<file path="src/rtl/execute_memory_stage.sv">
// EX->MEM pipeline register: captures Execute results, owns the NZCV flag
// register, annuls condition-failed instructions and counts them.
module execute_memory_stage #(
  parameter int WIDTH = 8,
  parameter int REGW  = 4
) (
  input  logic             clk,
  input  logic             reset,
  input  logic [WIDTH-1:0] ALUResultE,
  input  logic [WIDTH-1:0] WriteDataE,
  input  logic [REGW-1:0]  WA3E,
  input  logic             RegWriteE,
  input  logic             MemWriteE,
  input  logic             MemtoRegE,
  input  logic             FlagWriteE,
  input  logic [3:0]       CondE,
  input  logic [3:0]       ALUFlags,
  input  logic             validE,
  input  logic             stallM,
  input  logic             flushM,
  output logic             readyE,
  output logic             CondExE,
  output logic [WIDTH-1:0] ALUResultM,
  output logic [WIDTH-1:0] WriteDataM,
  output logic [REGW-1:0]  WA3M,
  output logic             RegWriteM,
  output logic             MemWriteM,
  output logic             MemtoRegM,
  output logic             validM,
  output logic [3:0]       FlagsQ,
  output logic [7:0]       SquashCount
);

  logic [WIDTH-1:0] alu_result_q, alu_result_d;
  logic [WIDTH-1:0] write_data_q, write_data_d;
  logic [REGW-1:0]  wa3_q, wa3_d;
  logic             reg_write_q, reg_write_d;
  logic             mem_write_q, mem_write_d;
  logic             mem_to_reg_q, mem_to_reg_d;
  logic             valid_q, valid_d;
  logic [3:0]       flags_q, flags_d;
  logic [7:0]       squash_q, squash_d;
  logic             cond_ex;
  logic             flag_n, flag_z, flag_c, flag_v;

  assign {flag_n, flag_z, flag_c, flag_v} = flags_q;

  // Condition evaluation against the architectural flags (no ALUFlags bypass)
  always_comb begin
    cond_ex = 1'b0;
    unique case (CondE)
      4'h0: cond_ex = flag_z;
      4'h1: cond_ex = ~flag_z;
      4'h2: cond_ex = flag_c;
      4'h3: cond_ex = ~flag_c;
      4'h4: cond_ex = flag_n;
      4'h5: cond_ex = ~flag_n;
      4'h6: cond_ex = flag_v;
      4'h7: cond_ex = ~flag_v;
      4'h8: cond_ex = flag_c & ~flag_z;
      4'h9: cond_ex = ~flag_c | flag_z;
      4'hA: cond_ex = (flag_n == flag_v);
      4'hB: cond_ex = (flag_n != flag_v);
      4'hC: cond_ex = ~flag_z & (flag_n == flag_v);
      4'hD: cond_ex = flag_z | (flag_n != flag_v);
      4'hE: cond_ex = 1'b1;
      default: cond_ex = 1'b0;
    endcase
  end

  // Next-state: flush beats stall beats load
  always_comb begin
    alu_result_d = alu_result_q;
    write_data_d = write_data_q;
    wa3_d        = wa3_q;
    reg_write_d  = reg_write_q;
    mem_write_d  = mem_write_q;
    mem_to_reg_d = mem_to_reg_q;
    valid_d      = valid_q;
    flags_d      = flags_q;
    squash_d     = squash_q;
    if (flushM) begin
      alu_result_d = '0;
      write_data_d = '0;
      wa3_d        = '0;
      reg_write_d  = 1'b0;
      mem_write_d  = 1'b0;
      mem_to_reg_d = 1'b0;
      valid_d      = 1'b0;
    end else if (!stallM) begin
      alu_result_d = ALUResultE;
      write_data_d = WriteDataE;
      wa3_d        = WA3E;
      mem_to_reg_d = MemtoRegE;
      valid_d      = validE;
      reg_write_d  = RegWriteE & validE & cond_ex;
      mem_write_d  = MemWriteE & validE & cond_ex;
      if (validE & FlagWriteE & cond_ex) flags_d = ALUFlags;
      if (validE & ~cond_ex & (squash_q != 8'hFF)) squash_d = squash_q + 8'd1;
    end
  end

  // State registers with synchronous active-low reset
  always_ff @(posedge clk) begin
    if (!reset) begin
      alu_result_q <= '0;
      write_data_q <= '0;
      wa3_q        <= '0;
      reg_write_q  <= 1'b0;
      mem_write_q  <= 1'b0;
      mem_to_reg_q <= 1'b0;
      valid_q      <= 1'b0;
      flags_q      <= '0;
      squash_q     <= '0;
    end else begin
      alu_result_q <= alu_result_d;
      write_data_q <= write_data_d;
      wa3_q        <= wa3_d;
      reg_write_q  <= reg_write_d;
      mem_write_q  <= mem_write_d;
      mem_to_reg_q <= mem_to_reg_d;
      valid_q      <= valid_d;
      flags_q      <= flags_d;
      squash_q     <= squash_d;
    end
  end

  assign readyE      = ~stallM;
  assign CondExE     = cond_ex;
  assign ALUResultM  = alu_result_q;
  assign WriteDataM  = write_data_q;
  assign WA3M        = wa3_q;
  assign RegWriteM   = reg_write_q;
  assign MemWriteM   = mem_write_q;
  assign MemtoRegM   = mem_to_reg_q;
  assign validM      = valid_q;
  assign FlagsQ      = flags_q;
  assign SquashCount = squash_q;

endmodule
</file>
<file path="config.mk">
export PLATFORM = sky130hd
export DESIGN_NAME = execute_memory_stage
export DESIGN_NICKNAME = d
export VERILOG_FILES = /design/src/rtl/execute_memory_stage.sv
export SDC_FILE = /design/constraint.sdc
export NUM_CORES = 1
export LEC_CHECK = 0
export CORE_ASPECT_RATIO = 0.6
export CORE_UTILIZATION = 37
export DETAILED_ROUTE_END_ITERATION = 8
export PLACE_DENSITY = 0.76
export SLEW_MARGIN = 20
export SYNTH_ARGS = -nofsm -noshare
export SYNTH_HDL_FRONTEND = slang
export SYNTH_SLANG_ARGS = --single-unit
export TNS_END_PERCENT = 20
</file>
<file path="constraint.sdc">
create_clock -name clk -period 2.1 [get_ports clk]
set_clock_uncertainty 0.1 [all_clocks]
set_input_delay 0.42 -clock clk [delete_from_list [all_inputs] [get_ports clk]]
set_output_delay 0.42 -clock clk [all_outputs]
set_load 0.02 [all_outputs]
</file>
**Yosys cells after proc, flatten, opt, wreduce, memory -nomap -nowiden**

Cells that the tools add are included.

- Add/subtract/negate cells: 1
- Mux-type cells: 1
- Equality and inequality tests: 17
- Reductions and logical operators: 4
- Bitwise gates (word level): 20

Operator list:

| operator | count |
|---|---|
| $eq A4 B4 Y1 const B | 7 |
| $eq A4 B3 Y1 const B | 4 |
| $pmux W1 S15 | 1 |
| $and A1 B1 Y1 | 10 |
| $add A8 B1 Y8 const B | 1 |
| $eq A4 B2 Y1 const B | 2 |
| $ne A8 B8 Y1 const B | 1 |
| $not A1 Y1 | 8 |
| $reduce_and A3 Y1 | 2 |
| $eq A4 B1 Y1 const B | 1 |
| $logic_not A4 Y1 | 1 |
| $or A1 B1 Y1 | 2 |
| $reduce_or A2 Y1 | 1 |
| $eq A1 B1 Y1 | 1 |
| $ne A1 B1 Y1 | 1 |

- Word-level logic and storage cells: 52
- Input bits: 37
- Register bits: 36
- Output and inout bits: 38

**Logic depth before layout (Yosys ltp)**

Gate-level depths: netlist of the first run.

- Depth after elaboration: 7
- Mapped depth: 8
- Gate-level depth less buffers: 6

**Worst setup path after synthesis of the first run**

No wires, ideal clock.

- Path kind: input -> output
- Start: in CondE[0]
- End: out CondExE
- Data required time: 1.580 ns
- Path buffers: 1
- Stages on the path: 6
- Arrival: 1.594 ns
- Slack: -0.014 ns
- Cell sequence: buf_4 > and4bb_1 > mux2i_1 > a311o_2 > and3_2 > inv_1

- Cells in the longest elaborated chain, start to end: 2
- Elaborated cells between the ends (all ways): 16
- Classes of those cells: 14 x eq/ne; 1 x mux; 1 x reduce/logical

RTL lines:

| what | RTL line | RTL |
|---|---|---|
| from (decl) | 16 | `input logic [3:0] CondE,` |
| $eq A4 B4 Y1, or another cell as far along | 51 | `unique case (CondE)` |
| $pmux W1 S15 * | 51 |  |
| to (decl) | 22 | `output logic CondExE,` |

Mark *: on every way between the ends. The rest lies on a longest branch, timed or not.

**Worst setup path in the final report of the first run**

Same ends and word-level chain as after synthesis.

==> qor.txt, run 1 <==
Simple-Gate Fraction of Synth Area: 22.4%
R2R cell count: 8
Crit path max-delay family: buffers and inverters
Core footprint: 4170 um^2
Hold_ws: 0.377 ns
Critical path data required time: 1.58 ns
RSZ-0062 raised after global routing: yes
Worst-Margin Slew: 0.379 ns
Number of synthesized flops with an enable pin: 0
First-pass GRT wire length: 6.11 mm
CTS root buf: clkbuf_8
Avg Cell Area, Syn: 9.01 um^2
Max Slew Vio Count: 0
Row cnt: 18
PnR Total Power: 1.46 mW
R2r startpoint: FlagsQ[3]$_SDFFE_PN0P_
Vias in the first global route: 1347
CTS buffer count: 5
Antenna violations before repair: 0
Mux contribution to synthesized area: 13.5%
IO Port Bufs: 74
Crit path capture type: output port
CTS tree: yes
Hold Vio Cnt, Final: 0
Yosys warns: 0
Worst-case clock buffer depth: 2
Clk sinks: 36
Critical path class: input pin to output port
Die W: 87.7 um
IO Count: 75
Crit share post-route: 102%
Fraction of registers with async set/reset: 0%
Later-pin clock latency in the skew report: 0.28 ns
Register bit total from synthesis: 36
Final Worst Setup Slack: -0.0468 ns
Post-Synth XOR/XNOR Area: 2.69%
DRC: 0
Crit-path slowest cell: o311a_2
RePlAce Congestion: 0.826
Yosys top cell area share: 44.2%
Top-count cell post-synth: dfxtp_1
Worst setup SP type: input pin
Post-synthesis compound-gate area fraction: 11.6%
Final min period: 2.15 ns
Drt pass-1 iters: 4
Share of post-route cells with drive strength above 1: 20.2%
Most frequent cells after synthesis: dfxtp_1, nor2_1, mux2i_1
Adder-Cell Fraction of Synth Area: 0.767%
Largest net degree at the start of global routing: 25
Hold Path Depth: 2
Worst Path Buf+Inv: 4
Final WL: 4.26 mm
Syn Inst Count: 181
DP HPWL: 3.22 mm
Nets: 314
Register area share after synthesis: 44.2%
Status: finished with violations
Initial DRC Count: 28
Ant. Diodes: 0
Area contributors post-synth: dfxtp_1, mux2i_1, nor2_1, nand2_1, o21ai_0
Worst-path cell chain: buf_2 -> buf_4 -> xor2_1 -> a22oi_1 -> o311a_2 -> and3_4 -> inv_2 -> buf_6
Die ar.: 4680 um^2
Max frequency: 466 MHz
Synth cell types: 42
Reg2reg setup slack: 0.09 ns
Post-synth net total: 219
Clk slew on worst S/H paths: 0.07 ns
Max incr delay on CP: 0.22 ns
Largest family of logic cells by synthesized area: simple AND/OR/NAND/NOR gates
Mean number of vias per cell: 4.85
Crit-path max FO: 8
Synthesis-to-finish area growth: 65.7%
Cell Pwr Density: 542 nW/um^2
Die height: 53.4 um
Leakage: 1.08 nW
Starting Density: 39.1%
Number of nets with antenna violations after routing: 0
Grt total ovfl: 0
Violated checks: setup timing
Hold Path Class: flop to flop
Final setup violation count: 1
FF-to-FF End: SquashCount[6]$_SDFFE_PN0P_
Hold_sp: validM$_SDFFE_PP0N_
WHS Endpoint: validM$_SDFFE_PP0N_
Biggest area consumer among synthesized cells: dfxtp_1
Netlist Area Pre-Place: 1630 um^2
Slew margin rel.: 74.7%
Tot GR Track Use: 17.7%
Max_cap viols: 0
VDD IR max: 0.000264 V
Fill count: 357
# H-tree levels: 2
Main synth FF type: dfxtp_1
WP data arrival: 1.63 ns
Vias: 1633
Drt wl/cell: 12.6 um
report_power, final:
part	total, mW	internal [mW]	switching, mW
logic	0.281	0.161	0.120
registers	0.708	0.699	0.00887
clock network	0.475	0.231	0.244
total	1.46	1.09	0.373
area by class of cell:
class,count,area [um^2],area share (%)
clock buffer,5,68.8,2.55
clock inverter,3,18.8,0.695
inverter,6,22.5,0.834
multi-input combinational,128,871,32.2
sequential,36,726,26.9
tap,60,75.1,2.78
timing repair buffer,99,920,34.0
tightest hold or removal path, stage by stage, from the launching register on:
cell	delay [ns]
dfxtp_1	0.31
nand2_1	0.06
a21oi_1	0.06
sequential cells by signal, indices dropped and copies added, names as in the netlist:
register     flops
WriteDataM       8
SquashCount      8
validM           1
FlagsQ           4
RegWriteM        1
MemWriteM        1
ALUResultM       8
MemtoRegM        1
WA3M             4
cells by family (layout without fill, tap and decap cells):
group,Yosys count,count (layout)
adders and majority gates,1,1
buffers and inverters,17,113
and+or+nand+nor,70,70
DFF,36,36
xor gates and xnor gates,5,5
muxes,22,22
AOI/OAI and AO/OA,30,30
worst max-delay path by stage:
| stage | end | from | slack (ns) | cells after the start |
|---|---|---|---|---|
| final | CondExE | CondE[0] | -0.05 | 8 |
| after global routing | CondExE | FlagsQ[3]$_SDFFE_PN0P_ | -0.11 | 7 |
| after CTS | CondExE | FlagsQ[2]$_SDFFE_PN0P_ | -0.05 | 6 |
| after detailed placement | CondExE | CondE[0] | -1.0 | 7 |
| after global placement | CondExE | CondE[0] | -0.93 | 7 |
| after floorplan | CondExE | CondE[0] | 0.03 | 6 |
placed cells by master, fill, tap and decap left out, drive strengths merged, types with 2 or more instances in the layout:
master / n
dfxtp: 36
and4: 2
dlygate4sd2: 2
clkdlybuf4s50: 68
o21ai: 10
nand4: 2
nand2b: 2
xnor2: 2
o211ai: 3
mux2i: 22
buf: 28
a21oi: 8
o22ai: 2
inv: 6
xor2: 3
nand2: 14
nor2: 26
or3: 5
clkbuf: 6
a22oi: 2
nand3: 8
clkinv: 3
and3: 3
stage by stage:
stage	area (um^2)	util, %	cells	setup TNS [ns]	setup slack [ns]
2_1_floorplan	1630	-	181	0	0.0285
3_3_place_gp	2560	61.5	327	-6.95	-0.928
3_5_place_dp	2560	61.5	327	-7.90	-0.998
4_1_cts	2680	64.3	337	-0.0460	-0.0460
5_1_grt	2700	64.8	337	-0.165	-0.112
6_report	2700	64.8	337	-0.0468	-0.0468
layer usage:
layer	wire length [um]	GRT usage [%]	vias up
li1	-	-	821
met1	2060	23.9	737
met2	1760	26.4	68
met3	412	5.93	7
met4	36	5.74	0
met5	0	0	-
repair_timing:
| item | in CTS | in global routing |
|---|---|---|
| gates resized for setup | 26 | 8 |
| hold buffers | 0 | 0 |
| setup buffers | 2 | 0 |
| pin swaps | 4 | 2 |
| gates cloned | 0 | 0 |
| hold endpoints to repair | 0 | 0 |
| setup endpoints to repair | 14 | 6 |
No activity file was read; power rests on OpenSTA's default activity.
==> inputs of run 2 (changes only) <==
Clock period 2.1 ns to 1.75 ns, I/O delays scaled along.
==> run 2 against run 1 <==
The run still ends with setup timing left. Global-route usage up 2.5 points. Sequential share of layout area shrank 1.1 points. Combinational power up 26%. Largest power group unchanged. Die area unchanged. Wire length is 10% higher. Largest cell class unchanged. Register-to-register slack got worse by 0.34 ns. Non-clock buffer count increased by 7. Hold slack worse by 0.0067 ns. Final cell count up 2.4%. First-iteration DRC count up 75%. Core utilization up 2.8 points. Clock power up 22%.
==> qor.txt, run 2 (same netlist as run 1, synthesis figures left out) <==
Share of post-route cells with drive strength above 1: 23.5% (was 20.2%)
Final setup violation count: 13 (was 1)
Multi-input logic area: 900 um^2 (was 871 um^2)
IO Count: 75 (unchanged)
DRC: 0 (unchanged)
Tot GR Track Use: 20.2% (was 17.7%)
Final Worst Setup Slack: -0.349 ns (was -0.0468 ns)
Mean number of vias per cell: 4.93 (was 4.85)
Critical path class: input pin to output port (unchanged)
Hold Path Class: flop to flop (unchanged)
Synthesis-to-finish area growth: 72.9% (was 65.7%)
Die ar.: 4680 um^2 (unchanged)
Worst setup SP type: input pin (unchanged)
VDD IR max: 0.000271 V (was 0.000264 V)
Antenna violations before repair: 0 (unchanged)
Setup TNS: -1.86 ns (was -0.0468 ns)
Cell Pwr Density: 631 nW/um^2 (was 542 nW/um^2)
Starting Density: 39.1% (unchanged)
Largest net degree at the start of global routing: 25 (unchanged)
Worst slack, placed: -1.10 ns (was -0.998 ns)
Crit-path slowest cell: a311o_2 (was o311a_2)
Die height: 53.4 um (unchanged)
Core footprint: 4170 um^2 (unchanged)
Max frequency: 476 MHz
Fill count: 346 (was 357)
Drt pass-1 iters: 4 (unchanged)
Register area: 726 um^2 (unchanged)
PnR Total Power: 1.78 mW (was 1.46 mW)
Most frequent cells in the layout: clkdlybuf4s50_1, dfxtp_1, nor2_1 (unchanged)
Number of nets with antenna violations after routing: 0 (unchanged)
R2R cell count: 8 (unchanged)
Hold buffer count at CTS: 0 (unchanged)
Leakage: 1.20 nW (was 1.08 nW)
Vias: 1701 (was 1633)
Hold_ws: 0.371 ns (was 0.377 ns)
Row cnt: 18 (unchanged)
Max incr delay on CP: 0.39 ns (was 0.22 ns)
Cell mode on critical path: buf_6
Commonest non-fill, non-tap cell in the layout: clkdlybuf4s50_1 (unchanged)
Slew margin rel.: 74.6% (was 74.7%)
DP HPWL: 3.47 mm (was 3.22 mm)
Dpl cells: 333 (was 327)
Clk slew on worst S/H paths: 0.07 ns (about the same)
Violated checks: setup timing (unchanged)
Hold Vio Cnt, Final: 0 (unchanged)
RePlAce Congestion: 0.928 (was 0.826)
CTS tree: yes (unchanged)
Max Slew Vio Count: 0 (unchanged)
IO Port Bufs: 74 (unchanged)
Worst Path Buf+Inv: 4 (unchanged)
Crit path capture type: output port (unchanged)
Final WL: 4.69 mm (was 4.26 mm)
RSZ-0062 raised after global routing: yes (unchanged)
Initial DRC Count: 49 (was 28)
Later-pin clock latency in the skew report: 0.29 ns (was 0.28 ns)
Ant. Diodes: 0 (unchanged)
Critical path data required time: 1.30 ns (was 1.58 ns)
CTS buffer count: 5 (unchanged)
Crit path max-delay family: compound AO/OA/AOI/OAI gates (was buffers and inverters)
Drt wl/cell: 13.6 um (was 12.6 um)
WP data arrival: 1.65 ns (was 1.63 ns)
Worst-case clock buffer depth: 2 (unchanged)
First-pass GRT wire length: 6.95 mm (was 6.11 mm)
Max_cap viols: 0 (unchanged)
Hold Path Depth: 2 (unchanged)
Worst-path cell chain: clkdlybuf4s15_2 -> buf_6 -> a21oi_1 -> o21ai_1 -> a311o_2 -> and3_4 -> inv_4 -> buf_6 (was buf_2 -> buf_4 -> xor2_1 -> a22oi_1 -> o311a_2 -> and3_4 -> inv_2 -> buf_6)
Grt total ovfl: 0 (unchanged)
Clk sinks: 36 (unchanged)
Stages on worst setup path: 8 (unchanged)
Vias in the first global route: 1523 (was 1347)
# H-tree levels: 2 (unchanged)
Status: finished with violations (unchanged)
Final Instance Count excl. Fillers: 345 (was 337)
Die W: 87.7 um (unchanged)
Worst-Margin Slew: 0.381 ns (was 0.379 ns)
Crit share post-route: 120%
Final min period: 2.10 ns
Nets: 322 (was 314)
Crit-path max FO: 6 (was 8)
CTS root buf: clkbuf_8 (unchanged)
==> run 2: cell count changes in the layout (fill, tap and decap cells not counted), moves of 2 or more <==
cell             before  now
clkdlybuf4s15_2       0    2
a21oi_1               8    5
dlygate4sd2_1         2   12
o21ai_1               0    3
clkdlybuf4s50_1      68   56
a21oi_2               0    3
o21ai_0              10    7
buf_6                 3    8
==> run 2: tightest hold or removal path, cell delays in order (launching register included) <==
cell	delay, ns
dfxtp_1	0.31
nand2_1	0.06
a21oi_1	0.06
==> run 2: final timing paths <==
check	startpoint	endpoint	slack, ns
worst max register to register	FlagsQ[3]$_SDFFE_PN0P_	SquashCount[2]$_SDFFE_PN0P_	-0.25
worst max-delay path	CondE[3]	CondExE	-0.35
worst min-delay path	validM$_SDFFE_PP0N_	validM$_SDFFE_PP0N_	0.37
worst min register to register	validM$_SDFFE_PP0N_	validM$_SDFFE_PP0N_	0.37
==> run 2: through the flow <==
step / util [%] / area, um^2
5_1_grt: 67.7 / 2820
2_1_floorplan: - / 1660
3_5_place_dp: 63.1 / 2630
3_3_place_gp: 63.1 / 2630
4_1_cts: 66.5 / 2770
6_report: 67.7 / 2820
==> run 2: cell type report <==
type | instances | area share (%)
clock buffer | 5 | 2.44
inverter | 6 | 0.888
tap | 60 | 2.66
timing repair buffer | 106 | 35.7
clock inverter | 3 | 0.666
multi-input combinational | 129 | 31.9
sequential | 36 | 25.7
==> run 2: what timing repair did <==
action | in CTS | in global routing
pin swaps | 12 | 6
cloned | 1 | 0
gates resized for setup | 42 | 11
setup buffers | 1 | 2
setup endpoints to repair | 27 | 15
==> run 2: report_power, final <==
group	switching [mW]	total (mW)	internal [mW]
combinational	0.154	0.353	0.199
clock	0.301	0.578	0.277
sequential	0.0103	0.849	0.839
==> run 2: per-layer routing <==
layer	track usage (%)	vias up	share of wire, %
met5	0	-	0
met4	7.65	0	0.96
met3	5.46	7	6.9
met2	31.1	55	43
met1	27.1	792	49
li1	-	847	-
